`config.mk`:
```
export PLATFORM = sky130hd
export DESIGN_NAME = fetch_unit_flat
export DESIGN_NICKNAME = d
export VERILOG_FILES = /design/src/rtl/fetch_unit_if.sv /design/src/rtl/fetch_unit.sv /design/src/flat_wrapper.sv
export SDC_FILE = /design/constraint.sdc
export NUM_CORES = 1
export LEC_CHECK = 0
export ABC_AREA = 1
export CAP_MARGIN = 20
export CORE_ASPECT_RATIO = 0.6
export CORE_MARGIN = 10
export CORE_UTILIZATION = 51
export DETAILED_ROUTE_END_ITERATION = 10
export PLACE_DENSITY = 0.92
export SYNTH_ARGS = -nofsm -noshare
export SYNTH_HDL_FRONTEND = slang
export SYNTH_SLANG_ARGS = --single-unit
```
`constraint.sdc`:
```
create_clock -name clk -period 4.6 [get_ports clk]
set_input_delay 0.46 -clock clk [delete_from_list [all_inputs] [get_ports clk]]
set_output_delay 0.46 -clock clk [all_outputs]
set_load 0.005 [all_outputs]
```
`src/rtl/fetch_unit_if.sv`:
```
`default_nettype none
// ============================================================================
//  Module   : fetch_unit_if
//  Brief    : Fetch-side bundle: instruction-memory address/data, redirect
//             request, and the {pc, instr} valid/ready channel toward decode.
//  Revision : 1.0 - initial release
// ============================================================================
interface fetch_unit_if #(
  parameter int PC_WIDTH = 16
);
  logic [PC_WIDTH-1:0] imem_pc;
  logic [31:0]         imem_instr;
  logic                redirect_valid;
  logic [PC_WIDTH-1:0] redirect_pc;
  logic                instr_valid;
  logic [31:0]         instr;
  logic [PC_WIDTH-1:0] instr_pc;
  logic                instr_ready;

  // Fetch unit side
  modport master (
    output imem_pc,
    input  imem_instr,
    input  redirect_valid,
    input  redirect_pc,
    output instr_valid,
    output instr,
    output instr_pc,
    input  instr_ready
  );

  // Memory / decode / branch-resolution side
  modport slave (
    input  imem_pc,
    output imem_instr,
    output redirect_valid,
    output redirect_pc,
    input  instr_valid,
    input  instr,
    input  instr_pc,
    output instr_ready
  );
endinterface
`default_nettype wire

```
`src/rtl/fetch_unit.sv`:
```
`default_nettype none
// ============================================================================
//  Module   : fetch_unit
//  Brief    : Owns the PC, fetches from a combinational instruction memory and
//             buffers {pc, instr} pairs in a small circular FIFO for decode.
//             Redirects flush the buffer and restart fetch at the new PC.
//  Revision : 1.0 - initial release
// ============================================================================
module fetch_unit #(
  parameter int                  PC_WIDTH = 16,
  parameter logic [PC_WIDTH-1:0] RESET_PC = 16'h0000,
  parameter int                  DEPTH    = 2
) (
  input  wire logic     clk,
  input  wire logic     rst_n,
  fetch_unit_if.master  bus
);

  localparam int                  c_PTR_W    = $clog2(DEPTH);
  localparam int                  c_CNT_W    = c_PTR_W + 1;
  localparam logic [c_CNT_W-1:0]  c_FULL_CNT = c_CNT_W'(DEPTH);
  localparam logic [c_PTR_W-1:0]  c_PTR_ONE  = c_PTR_W'(1);
  localparam logic [PC_WIDTH-1:0] c_PC_STEP  = PC_WIDTH'(4);
  localparam logic [PC_WIDTH-1:0] c_PC_ALIGN = ~PC_WIDTH'(3);

  logic [PC_WIDTH-1:0] r_pc;
  logic [c_PTR_W-1:0]  r_rd_ptr;
  logic [c_PTR_W-1:0]  r_wr_ptr;
  logic [c_CNT_W-1:0]  r_count;
  logic [31:0]         r_mem_instr [DEPTH];
  logic [PC_WIDTH-1:0] r_mem_pc    [DEPTH];

  logic                w_full;
  logic                w_empty;
  logic                w_deq;
  logic                w_fetch_ok;
  logic                w_push;
  logic [PC_WIDTH-1:0] w_redirect_pc;

  // Handshake terms; a redirect suppresses the push of the stale word
  always_comb begin
    w_full        = (r_count == c_FULL_CNT);
    w_empty       = (r_count == '0);
    w_deq         = !w_empty && bus.instr_ready;
    w_fetch_ok    = !w_full || w_deq;
    w_push        = w_fetch_ok && !bus.redirect_valid;
    w_redirect_pc = bus.redirect_pc & c_PC_ALIGN;
  end

  // PC, pointers and occupancy; redirect flushes and has top priority
  always_ff @(posedge clk or negedge rst_n) begin
    if (!rst_n) begin
      r_pc     <= RESET_PC;
      r_rd_ptr <= '0;
      r_wr_ptr <= '0;
      r_count  <= '0;
    end else if (bus.redirect_valid) begin
      r_pc     <= w_redirect_pc;
      r_rd_ptr <= '0;
      r_wr_ptr <= '0;
      r_count  <= '0;
    end else begin
      if (w_push) begin
        r_pc     <= r_pc + c_PC_STEP;
        r_wr_ptr <= r_wr_ptr + c_PTR_ONE;
      end
      if (w_deq) begin
        r_rd_ptr <= r_rd_ptr + c_PTR_ONE;
      end
      r_count <= r_count + c_CNT_W'(w_push) - c_CNT_W'(w_deq);
    end
  end

  // Buffer storage; contents are only meaningful under the count, so no reset
  always_ff @(posedge clk) begin
    if (w_push) begin
      r_mem_instr[r_wr_ptr] <= bus.imem_instr;
      r_mem_pc[r_wr_ptr]    <= r_pc;
    end
  end

  // Head entry presented combinationally; zeros when the buffer is empty
  always_comb begin
    bus.imem_pc     = r_pc;
    bus.instr_valid = !w_empty;
    bus.instr       = w_empty ? 32'h0 : r_mem_instr[r_rd_ptr];
    bus.instr_pc    = w_empty ? '0 : r_mem_pc[r_rd_ptr];
  end

endmodule
`default_nettype wire

```
`src/flat_wrapper.sv`:
```
// flat-port wrapper written by rule: the top's interface ports become plain ports
module fetch_unit_flat 
#(
  parameter int                  PC_WIDTH = 16,
  parameter logic [PC_WIDTH-1:0] RESET_PC = 16'h0000,
  parameter int                  DEPTH    = 2
)
  (clk, rst_n, bus_imem_pc, bus_imem_instr, bus_redirect_valid, bus_redirect_pc, bus_instr_valid, bus_instr, bus_instr_pc, bus_instr_ready);
  fetch_unit_if #(.PC_WIDTH(PC_WIDTH)) bus_i ();
  input  wire logic clk;
  input  wire logic rst_n;
  output wire logic [$bits(bus_i.imem_pc)-1:0] bus_imem_pc;
  input wire logic [$bits(bus_i.imem_instr)-1:0] bus_imem_instr;
  input wire logic [$bits(bus_i.redirect_valid)-1:0] bus_redirect_valid;
  input wire logic [$bits(bus_i.redirect_pc)-1:0] bus_redirect_pc;
  output wire logic [$bits(bus_i.instr_valid)-1:0] bus_instr_valid;
  output wire logic [$bits(bus_i.instr)-1:0] bus_instr;
  output wire logic [$bits(bus_i.instr_pc)-1:0] bus_instr_pc;
  input wire logic [$bits(bus_i.instr_ready)-1:0] bus_instr_ready;
  assign bus_imem_pc = bus_i.imem_pc;
  assign bus_i.imem_instr = bus_imem_instr;
  assign bus_i.redirect_valid = bus_redirect_valid;
  assign bus_i.redirect_pc = bus_redirect_pc;
  assign bus_instr_valid = bus_i.instr_valid;
  assign bus_instr = bus_i.instr;
  assign bus_instr_pc = bus_i.instr_pc;
  assign bus_i.instr_ready = bus_instr_ready;
  fetch_unit #(.PC_WIDTH(PC_WIDTH), .RESET_PC(RESET_PC), .DEPTH(DEPTH)) u_core (.clk(clk), .rst_n(rst_n), .bus(bus_i));
endmodule
```
==> out/metrics.csv, run 1 <==
metric;value;unit
crit_path_cell_trace;buf_4 > inv_1 > buf_4 > nand2_1 > a21oi_1 > clkdlybuf4s50_1;
cp_max_fo;47;
tns;0;ns
final_core_util;71.0;%
synth_edf_count;92;
cp_data_required_time;4.14;ns
vias_per_cell;5.34;
gr-usage-met1;20.5;%
ys_warn_count;0;
io_buffers;110;
clkTransAtPathRegs;0.07;ns
critical_path_class;reg2out;
drcViolationCount;0;
synth_top_area_cell;edfxtp_1;
hold_class;reg2reg;
num_vias;3388;
synth_ff_type;edfxtp_1;
synthCells;406;
use_met2;28.5;%
cts_root_buffer;clkbuf_16;
place_ws;1.54;ns
peakVddDrop;0.277;mV
die_h;93.6;um
drt_iter0_drc;246;
grt_overflow;0;
area_delta_synth_final;33.3;%
grtUsageMet3;7.02;%
gp_congestion;0.891;
clock.fmax;336;MHz
maxSlewViolCount;0;
hold_viol;0;
wl;11.5;mm
cts_made_buffers;9;
grt_pass1_wl;17.7;mm
post-route-period-util;64.8;%
crit_arrival;2.52;ns
critPathLaunchType;flip-flop;
ys_seq_elements;110;
antenna_found_initial;0;
cts_max_level;3;
min_period;2.98;ns
antenna_cells;0;
die_w;143;um
cts_tree;built;
grt_max_degree;48;
cp-end-kind;primary output;
rrSetupSlack;2.50;ns
ios;117;
netlist_area;4610;um2
synthArstFlopShare;16.4;%
fp.coreArea;8650;um2
cts_setup_buffers;0;
tightest_slew;0.873;ns
routedWlPerCell;18.1;um
critPathSlowestCell;clkdlybuf4s50_1;
finalSetupViolCount;0;
synth_cell_types;31;
p_leak;2.30;nW
cp_top_family;buffers and inverters;
dpl.hpwl;7.98;mm
post_route_cells_drive_above_1_share;7.85;%
avgSynthCellArea;11.3;um2
p_per_area;514;nW/um2
cts_resized;0;
crit_top_cell;buf_4;
grt_usage;17.1;%
row_count;26;
clk_path_buf_depth;2;
fin_nets;572;
synth_top_area_share;60.0;%
final_cells;634;
path_buf_inv;4;
mostFrequentLayoutCells;nand2_1 (135), clkdlybuf4s50_1 (110), edfxtp_1 (92), a21oi_1 (48), inv_1 (20);
initial_core_util;53.2;%
drt.antenna.violating_nets;0;
die_area;13400;um2
place_inst;617;
status;finished clean;
synth_top_cells_by_area;edfxtp_1 (60%), nand2_1 (11%), dfrtp_1 (9.8%);
worstSkewPairLatency;0.34;ns
rsz0062_at_grt;false;
layout_commonest_cell;nand2_1;
busiest_layer;met2;
postCtsHoldBufs;0;
timing.final.ws_setup;1.62;ns
synth_seq_area_share;69.8;%
grt_pass1_vias;3421;
drv_cap;0;
dr.pass1.iters;5;
fin_worst_skew;0.00369;ns
cpPeakStageDelay;0.56;ns
cts_sinks;110;
slew_headroom;41.6;%
sequential cells by signal (all words and copies together), names as in the netlist:
signal              cells
u_core.bus.imem_pc     14
u_core.r_count          2
u_core.r_mem_instr     64
u_core.r_mem_pc        28
u_core.r_rd_ptr         1
u_core.r_wr_ptr         1
final timing paths:
| check | startpoint | end | depth (start not counted) |
|---|---|---|---|
| max | u_core.r_rd_ptr | bus_instr_pc[13] | 6 |
| min | u_core.bus.imem_pc[15] | u_core.r_mem_pc[0][15] | 0 |
| max reg2reg | u_core.r_count[0] | u_core.r_count[1] | 9 |
| min reg2reg | u_core.bus.imem_pc[15] | u_core.r_mem_pc[0][15] | 0 |
| max in group asynchronous | rst_n | u_core.bus.imem_pc[15] | 1 |
| min in group asynchronous | rst_n | u_core.bus.imem_pc[10] | 1 |
cell families after synthesis:
group,after synthesis,synth area share [%]
AND/OR/NAND/NOR,179,16.1
flip-flops,110,69.8
AO/OA/AOI/OAI,67,8.29
buffers and inverters,43,4.43
XOR/XNOR,3,0.571
adder cells (fa/ha/maj),3,0.815
other,1,0.0814
cell usage after synthesis (3+ instances only):
library cell  count
nand2_1         135
nand3_1          19
nor2_1           13
edfxtp_1         92
a21oi_1          48
o211ai_1          7
buf_4             4
buf_2            14
dfrtp_1          18
nand4_1           3
o21ai_2           5
ha_1              3
inv_1            20
area by class of cell:
class	instances	area, um2
tap	112	140
clock buffer	9	225
inverter	22	85.1
multi-input combinational	256	1220
clock inverter	7	72.6
sequential	110	3210
timing repair buffer	118	1180
fill	597	2510
metrics by stage:
| step | hold WS [ns] | power, W | cell area, um2 |
|---|---|---|---|
| floorplan | 0.164 | 0.00179 | 4620 |
| global placement | 0.545 | 0.00236 | 5810 |
| detailed placement | 0.554 | 0.00240 | 5810 |
| CTS | 0.579 | 0.00316 | 6110 |
| global route | 0.615 | 0.00333 | 6140 |
| finish | 0.576 | 0.00316 | 6140 |
power breakdown:
group	internal, W	switching, W
sequential	0.00124	0.0000856
combinational	0.000538	0.000539
clock	0.000423	0.000332
total	0.00220	0.000957
per-layer routing:
metal,up-vias,part of all wire [%]
met5,-,0
li1,1615,-
met2,150,48
met4,0,0.64
met1,1614,42
met3,9,9.4
Power figures use the tool's default switching activity.
==> run 2, diff against run 1 <==
--- a/config.mk
+++ b/config.mk
@@ -9,9 +9,9 @@
 export CAP_MARGIN = 20
 export CORE_ASPECT_RATIO = 0.6
 export CORE_MARGIN = 10
-export CORE_UTILIZATION = 51
+export CORE_UTILIZATION = 49
 export DETAILED_ROUTE_END_ITERATION = 10
-export PLACE_DENSITY = 0.92
+export PLACE_DENSITY = 0.89
 export SYNTH_ARGS = -nofsm -noshare
 export SYNTH_HDL_FRONTEND = slang
 export SYNTH_SLANG_ARGS = --single-unit
==> constraint.sdc (replaced) <==
create_clock -name clk -period 2.85 [get_ports clk]
set_input_delay 0.285 -clock clk [delete_from_list [all_inputs] [get_ports clk]]
set_output_delay 0.285 -clock clk [all_outputs]
set_load 0.005 [all_outputs]
==> run 2 against run 1 <==
Effect of this change: via count barely moved; register-to-register slack got worse by 1.6 ns; wire length fell by 1.5%; total power rose by 58%; worst hold slack got worse by 0.14 ns; critical path type unchanged; largest cell class unchanged; highest routed layer unchanged.
==> out/metrics.csv, run 2 (synthesized netlist as in run 1, its figures left out) <==
metric;value;unit;change
post_route_cells_drive_above_1_share;7.49;%;-0.37 points
critical_path_class;reg2out;;
top_register;u_core.r_mem_instr;;
grt_max_degree;47;;-2.1%
status;finished clean;;
antenna_found_initial;0;;unchanged
critPathSlowestCell;clkdlybuf4s50_1;;
vias_per_cell;5.21;;-2.6%
layout_commonest_cell;nand2_1;;
die_w;145;um;+1.7%
die_area;13800;um2;+3.3%
cts_max_level;3;;unchanged
dpl.hpwl;7.73;mm;-3.2%
p_per_area;812;nW/um2;+58%
drcViolationCount;0;;unchanged
grt_usage;16.2;%;-0.85 points
worstSkewPairLatency;0.35;ns;about the same
drt_iter0_drc;321;;+30%
slew_headroom;41.5;%;-0.090 points
min_period;2.54;ns;
p_leak;2.29;nW;-0.80%
grt_pass1_vias;3299;;-3.6%
cts_made_buffers;9;;unchanged
dr.pass1.iters;4;;-1
post-route-period-util;89.1;%;
fin_nets;572;;unchanged
fp.coreArea;9160;um2;+5.8%
wl;11.3;mm;-1.5%
crit_path_cell_trace;inv_1 > buf_4 > nand2_1 > a21oi_1 > clkdlybuf4s50_1;;
mostFrequentLayoutCells;nand2_1 (135), clkdlybuf4s50_1 (110), edfxtp_1 (92), a21oi_1 (48), inv_1 (20);;
hold_class;in2async;;
cts_root_buffer;clkbuf_16;;
tightest_slew;0.875;ns;+0.00134 ns
largest_reg_flops;64;;unchanged
fin_area;6130;um2;-0.12%
clk_path_buf_depth;2;;unchanged
cts_sinks;110;;unchanged
dpl_cell_area;5870;um2;+0.95%
initial_core_util;50.3;%;-2.9 points
cp_data_required_time;2.57;ns;-1.57 ns
gp_congestion;0.843;;-5.4%
postCtsHoldBufs;0;;unchanged
num_vias;3389;;+0.030%
clock.fmax;394;MHz;
critPathLaunchType;flip-flop;;
cts_resized;0;;unchanged
grt_pass1_wl;17.6;mm;-0.16%
drt.antenna.violating_nets;0;;unchanged
antenna_cells;0;;unchanged
rsz0062_at_grt;false;;
die_h;95.1;um;+1.6%
reg2reg_to;u_core.r_count[1];;
critPathLaunch;u_core.r_rd_ptr;;
cts_tree;built;;
cp_max_fo;21;;-55%
io_buffers;110;;unchanged
clkTransAtPathRegs;0.07;ns;about the same
r2r_start;u_core.r_count[0];;
ios;117;;unchanged
row_count;27;;+3.8%
fin_worst_skew;0.00736;ns;+0.00366 ns
finalSetupViolCount;0;;unchanged
cts_setup_buffers;0;;unchanged
drv_cap;0;;unchanged
hold_viol;0;;unchanged
routedWlPerCell;17.4;um;-4.0%
crit_arrival;2.25;ns;-0.27 ns
maxSlewViolCount;0;;unchanged
r2r_cells;10;;+1
grt_overflow;0;;unchanged
area_delta_synth_final;33.1;%;
cp-end-kind;primary output;;
rrSetupSlack;0.95;ns;-1.55 ns
tns;0;ns;unchanged
cpPeakStageDelay;0.55;ns;about the same
peakVddDrop;0.470;mV;+70%
## run 2: cell types whose count changed in the layout (fill, tap and decap cells not counted)
| cell | before | now |
|---|---|---|
| buf_12 | 0 | 2 |
| bufinv_16 | 1 | 0 |
| clkinv_1 | 1 | 2 |
| buf_4 | 7 | 6 |
| buf_16 | 1 | 0 |
| inv_6 | 1 | 2 |
| clkinv_4 | 2 | 0 |
## run 2: area by class of cell
type,instances,area (um2)
timing repair buffer,118,1190
multi-input combinational,256,1220
clock buffer,9,225
inverter,22,85.1
clock inverter,6,37.5
sequential,110,3210
tap,130,163
fill,691,3020
## run 2: worst max-delay path, delay by kind of cell, from the launching register on
kind,cells,cell delay [ns]
and+or+nand+nor,1,0.08
DFF,1,0.37
buffers and inverters,3,1.26
AOI/OAI and AO/OA,1,0.19
## run 2: through the flow
stage               cells  setup WS (ns)  power (W)  hold WS (ns)  utilization, %
floorplan             409          0.579    0.00289       -0.0106               -
global placement      636          0.710    0.00385         0.549            64.1
detailed placement    636          0.686    0.00390         0.565            64.1
CTS                   651          0.306    0.00503         0.452            67.0
global route          651          0.162    0.00527         0.493            67.0
finish                651          0.311    0.00498         0.435            67.0
## run 2: report_power, final
| part | internal [W] | leakage [nW] | switching [W] |
|---|---|---|---|
| Combinational | 0.000851 | 1.08 | 0.000865 |
| Sequential | 0.00200 | 1.08 | 0.000133 |
| Clock | 0.000586 | 0.127 | 0.000541 |
| Total | 0.00344 | 2.29 | 0.00154 |
## run 2: worst max-delay path by stage
stage | end | slack [ns] | cells after the start
2_1_floorplan | u_core.r_mem_instr[0][0] | 0.58 | 3
3_3_place_gp | bus_instr_pc[4] | 0.71 | 5
3_5_place_dp | bus_instr[24] | 0.69 | 5
4_1_cts | bus_instr[24] | 0.31 | 5
5_1_grt | bus_instr_pc[4] | 0.16 | 5
6_report | bus_instr[24] | 0.31 | 5
## run 2: metal layers
layer / GRT usage (%) / up-vias / routed length (um)
met5: 0 / - / 0
met4: 5.28 / 0 / 154
met3: 6.71 / 14 / 1250
met2: 24.7 / 155 / 5040
met1: 21.0 / 1612 / 4880
li1: - / 1608 / -
==> run 3, diff against run 2 <==
--- a/config.mk
+++ b/config.mk
@@ -5,13 +5,13 @@
 export SDC_FILE = /design/constraint.sdc
 export NUM_CORES = 1
 export LEC_CHECK = 0
-export ABC_AREA = 1
+export ABC_AREA = 0
 export CAP_MARGIN = 20
 export CORE_ASPECT_RATIO = 0.6
 export CORE_MARGIN = 10
 export CORE_UTILIZATION = 49
 export DETAILED_ROUTE_END_ITERATION = 10
-export PLACE_DENSITY = 0.89
+export PLACE_DENSITY = 0.8
 export SYNTH_ARGS = -nofsm -noshare
 export SYNTH_HDL_FRONTEND = slang
 export SYNTH_SLANG_ARGS = --single-unit
==> run 3 against run 2 <==
Effect of this change: worst hold slack lost 0.021 ns; via count shrank 17%; total power up 2.4%; sequential share of layout area rose by 0.43 points.
==> out/metrics.csv, run 3 <==
metric;value;unit;change
status;finished clean;;
area_delta_synth_final;34.7;%;
synth_edf_count;92;;unchanged
swShare;27.9;%;-3.0 points
drt_iter0_drc;172;;-46%
row_count;27;;unchanged
ys_top_cells_by_count;edfxtp_1 (92), nor2_1 (55), mux2i_1 (47), dfrtp_1 (18);;
whs;0.414;ns;-0.0209 ns
cts_made_buffers;9;;unchanged
worstSkewPairLatency;0.34;ns;about the same
critPathLaunchType;flip-flop;;
antenna_found_initial;0;;unchanged
cts_max_level;3;;unchanged
die_h;94.4;um;-0.76%
place_ws;0.525;ns;-0.161 ns
p_per_area;838;nW/um2;+3.2%
antenna_cells;0;;unchanged
die_w;144;um;-0.83%
drcViolationCount;0;;unchanged
fin_nets;478;;-16%
maxSlewViolCount;0;;unchanged
min_period;2.23;ns;-0.305 ns
crit_arrival;1.95;ns;-0.30 ns
power.switching;0.00142;W;-7.6%
crit_path_cell_trace;nor2_4 > buf_12 > nor2_1 > clkdlybuf4s50_1;;
hold_viol;0;;unchanged
fin_worst_skew;0.00801;ns;+0.000650 ns
grt_overflow;0;;unchanged
multi_input_area;1210;um2;-1.1%
vias_per_cell;5.20;;-0.18%
rsz0062_at_grt;false;;
routedWlPerCell;18.4;um;+5.8%
drv_cap;0;;unchanged
synth_seq_area_share;71.1;%;+1.4 points
fp.coreArea;9090;um2;-0.74%
tns;0;ns;unchanged
mostFrequentLayoutCells;clkdlybuf4s50_1 (110), edfxtp_1 (92), nor2_1 (54), mux2i_1 (47), dfrtp_1 (17);;
initial_core_util;49.7;%;-0.60 points
synth_most_common_cell;edfxtp_1;;
cts_sinks;110;;unchanged
clockPowerShare;24.1;%;+1.5 points
synthArstFlopShare;16.4;%;unchanged
p_leak;2.13;nW;-6.9%
cts_tree;built;;
largest_reg_flops;64;;unchanged
grt_usage;14.9;%;-1.4 points
clock.fmax;448;MHz;+14%
cpPeakStageDelay;0.47;ns;-0.08 ns
fill_cells;688;;-0.43%
peakVddDrop;0.447;mV;-4.9%
cts_resized;0;;unchanged
postCtsHoldBufs;0;;unchanged
avgSynthCellArea;14.5;um2;+28%
synth_cell_types;37;;+19%
netlist_area;4520;um2;-1.9%
grt_pass1_wl;15.4;mm;-12%
drt.antenna.violating_nets;0;;unchanged
post-route-period-util;78.4;%;-11 points
timing.final.ws_setup;0.616;ns;+0.305 ns
layout_commonest_cell;clkdlybuf4s50_1;;
cp_max_fo;33;;+57%
seqCellArea;3210;um2;about the same
p_int;0.00367;W;+6.8%
gp_congestion;0.801;;-5.0%
post_route_cells_drive_above_1_share;6.78;%;-0.71 points
io_buffers;110;;unchanged
die_area;13600;um2;-1.6%
clkTransAtPathRegs;0.07;ns;about the same
cts_setup_buffers;0;;unchanged
num_vias;2827;;-17%
ios;117;;unchanged
critPathSlowestCell;clkdlybuf4s50_1;;
synth_ff_type;edfxtp_1;;
clk_path_buf_depth;2;;unchanged
synth_top_area_cell;edfxtp_1;;
dr.pass1.iters;4;;unchanged
cp-end-kind;primary output;;
grt_pass1_vias;2925;;-11%
ys_seq_elements;110;;unchanged
synth_top_cells_by_area;edfxtp_1 (61%), mux2i_1 (10%), dfrtp_1 (10%);;
tightest_slew;0.818;ns;-0.0564 ns
finalSetupViolCount;0;;unchanged
cts_root_buffer;clkbuf_16;;
slew_headroom;45.3;%;+3.8 points
top_register;u_core.r_mem_instr;;
dpl.hpwl;6.98;mm;-9.6%
critical_path_class;reg2out;;
path_buf_inv;2;;-1
final_core_util;67.0;%;about the same
power.share.sequential;41.4;%;-1.5 points
cp_data_required_time;2.57;ns;about the same
synthCells;311;;-23%
hold_class;in2async;;
cp_top_family;buffers and inverters;;
wl;10.0;mm;-12%
synth_top_area_share;61.2;%;+1.2 points
ys_warn_count;0;;unchanged
grt_max_degree;47;;unchanged
p_comb_share;34.5;%;about the same
## run 3: logic make-up after synthesis
kind of cell,count (synthesis),synth area share (%)
other cells,1,0.0830
fa+ha+maj,3,0.831
compound gates,19,2.58
xor+xnor,12,2.33
flops,110,71.1
simple gates,95,9.83
mux,47,10.4
buf+inv,24,2.80
## run 3: through the flow
stage,cell area (um2),total power (W),std cells
6_report,6080,0.00510,544
5_1_grt,6080,0.00537,544
4_1_cts,6060,0.00516,543
3_5_place_dp,5760,0.00393,527
3_3_place_gp,5760,0.00389,527
2_1_floorplan,4540,0.00293,314
## run 3: layer usage
layer	vias up	wire length [um]	global-route usage [%]
met5	-	0	0
met1	1368	4450	18.4
met2	109	4650	23.7
met4	0	26	3.21
li1	1346	-	-
met3	4	881	6.82
## run 3: cell type report
cell class	count	share of cell area, %
flip-flops and latches	110	52.8
repair buffers	118	19.7
multi-input cells	180	19.9
well taps	116	2.39
clock buffers	16	4.98
inverters	4	0.247
## run 3: path summary, 6_finish.rpt
path / start / end / slack (ns) / depth (start not counted)
worst max register to register: u_core.r_count[0] / u_core.r_count[1] / 0.87 / 8
worst max-delay path: u_core.r_count[0] / bus_instr_pc[12] / 0.62 / 4
worst min-delay path: rst_n / u_core.bus.imem_pc[4] / 0.41 / 1
worst min register to register: u_core.bus.imem_pc[13] / u_core.r_mem_pc[0][13] / 0.54 / 0
min in group clk: bus_redirect_pc[4] / u_core.bus.imem_pc[4] / 0.51 / 3
max in group asynchronous: rst_n / u_core.r_rd_ptr / 1.87 / 1
## run 3: power by group through the flow
| stage | clock network [W] | logic (W) | registers, W |
|---|---|---|---|
| floorplan | 0 | 0.000819 | 0.00211 |
| global placement | 0 | 0.00176 | 0.00213 |
| detailed placement | 0 | 0.00178 | 0.00214 |
| CTS | 0.00126 | 0.00179 | 0.00211 |
| global route | 0.00132 | 0.00192 | 0.00213 |
| finish | 0.00123 | 0.00176 | 0.00211 |
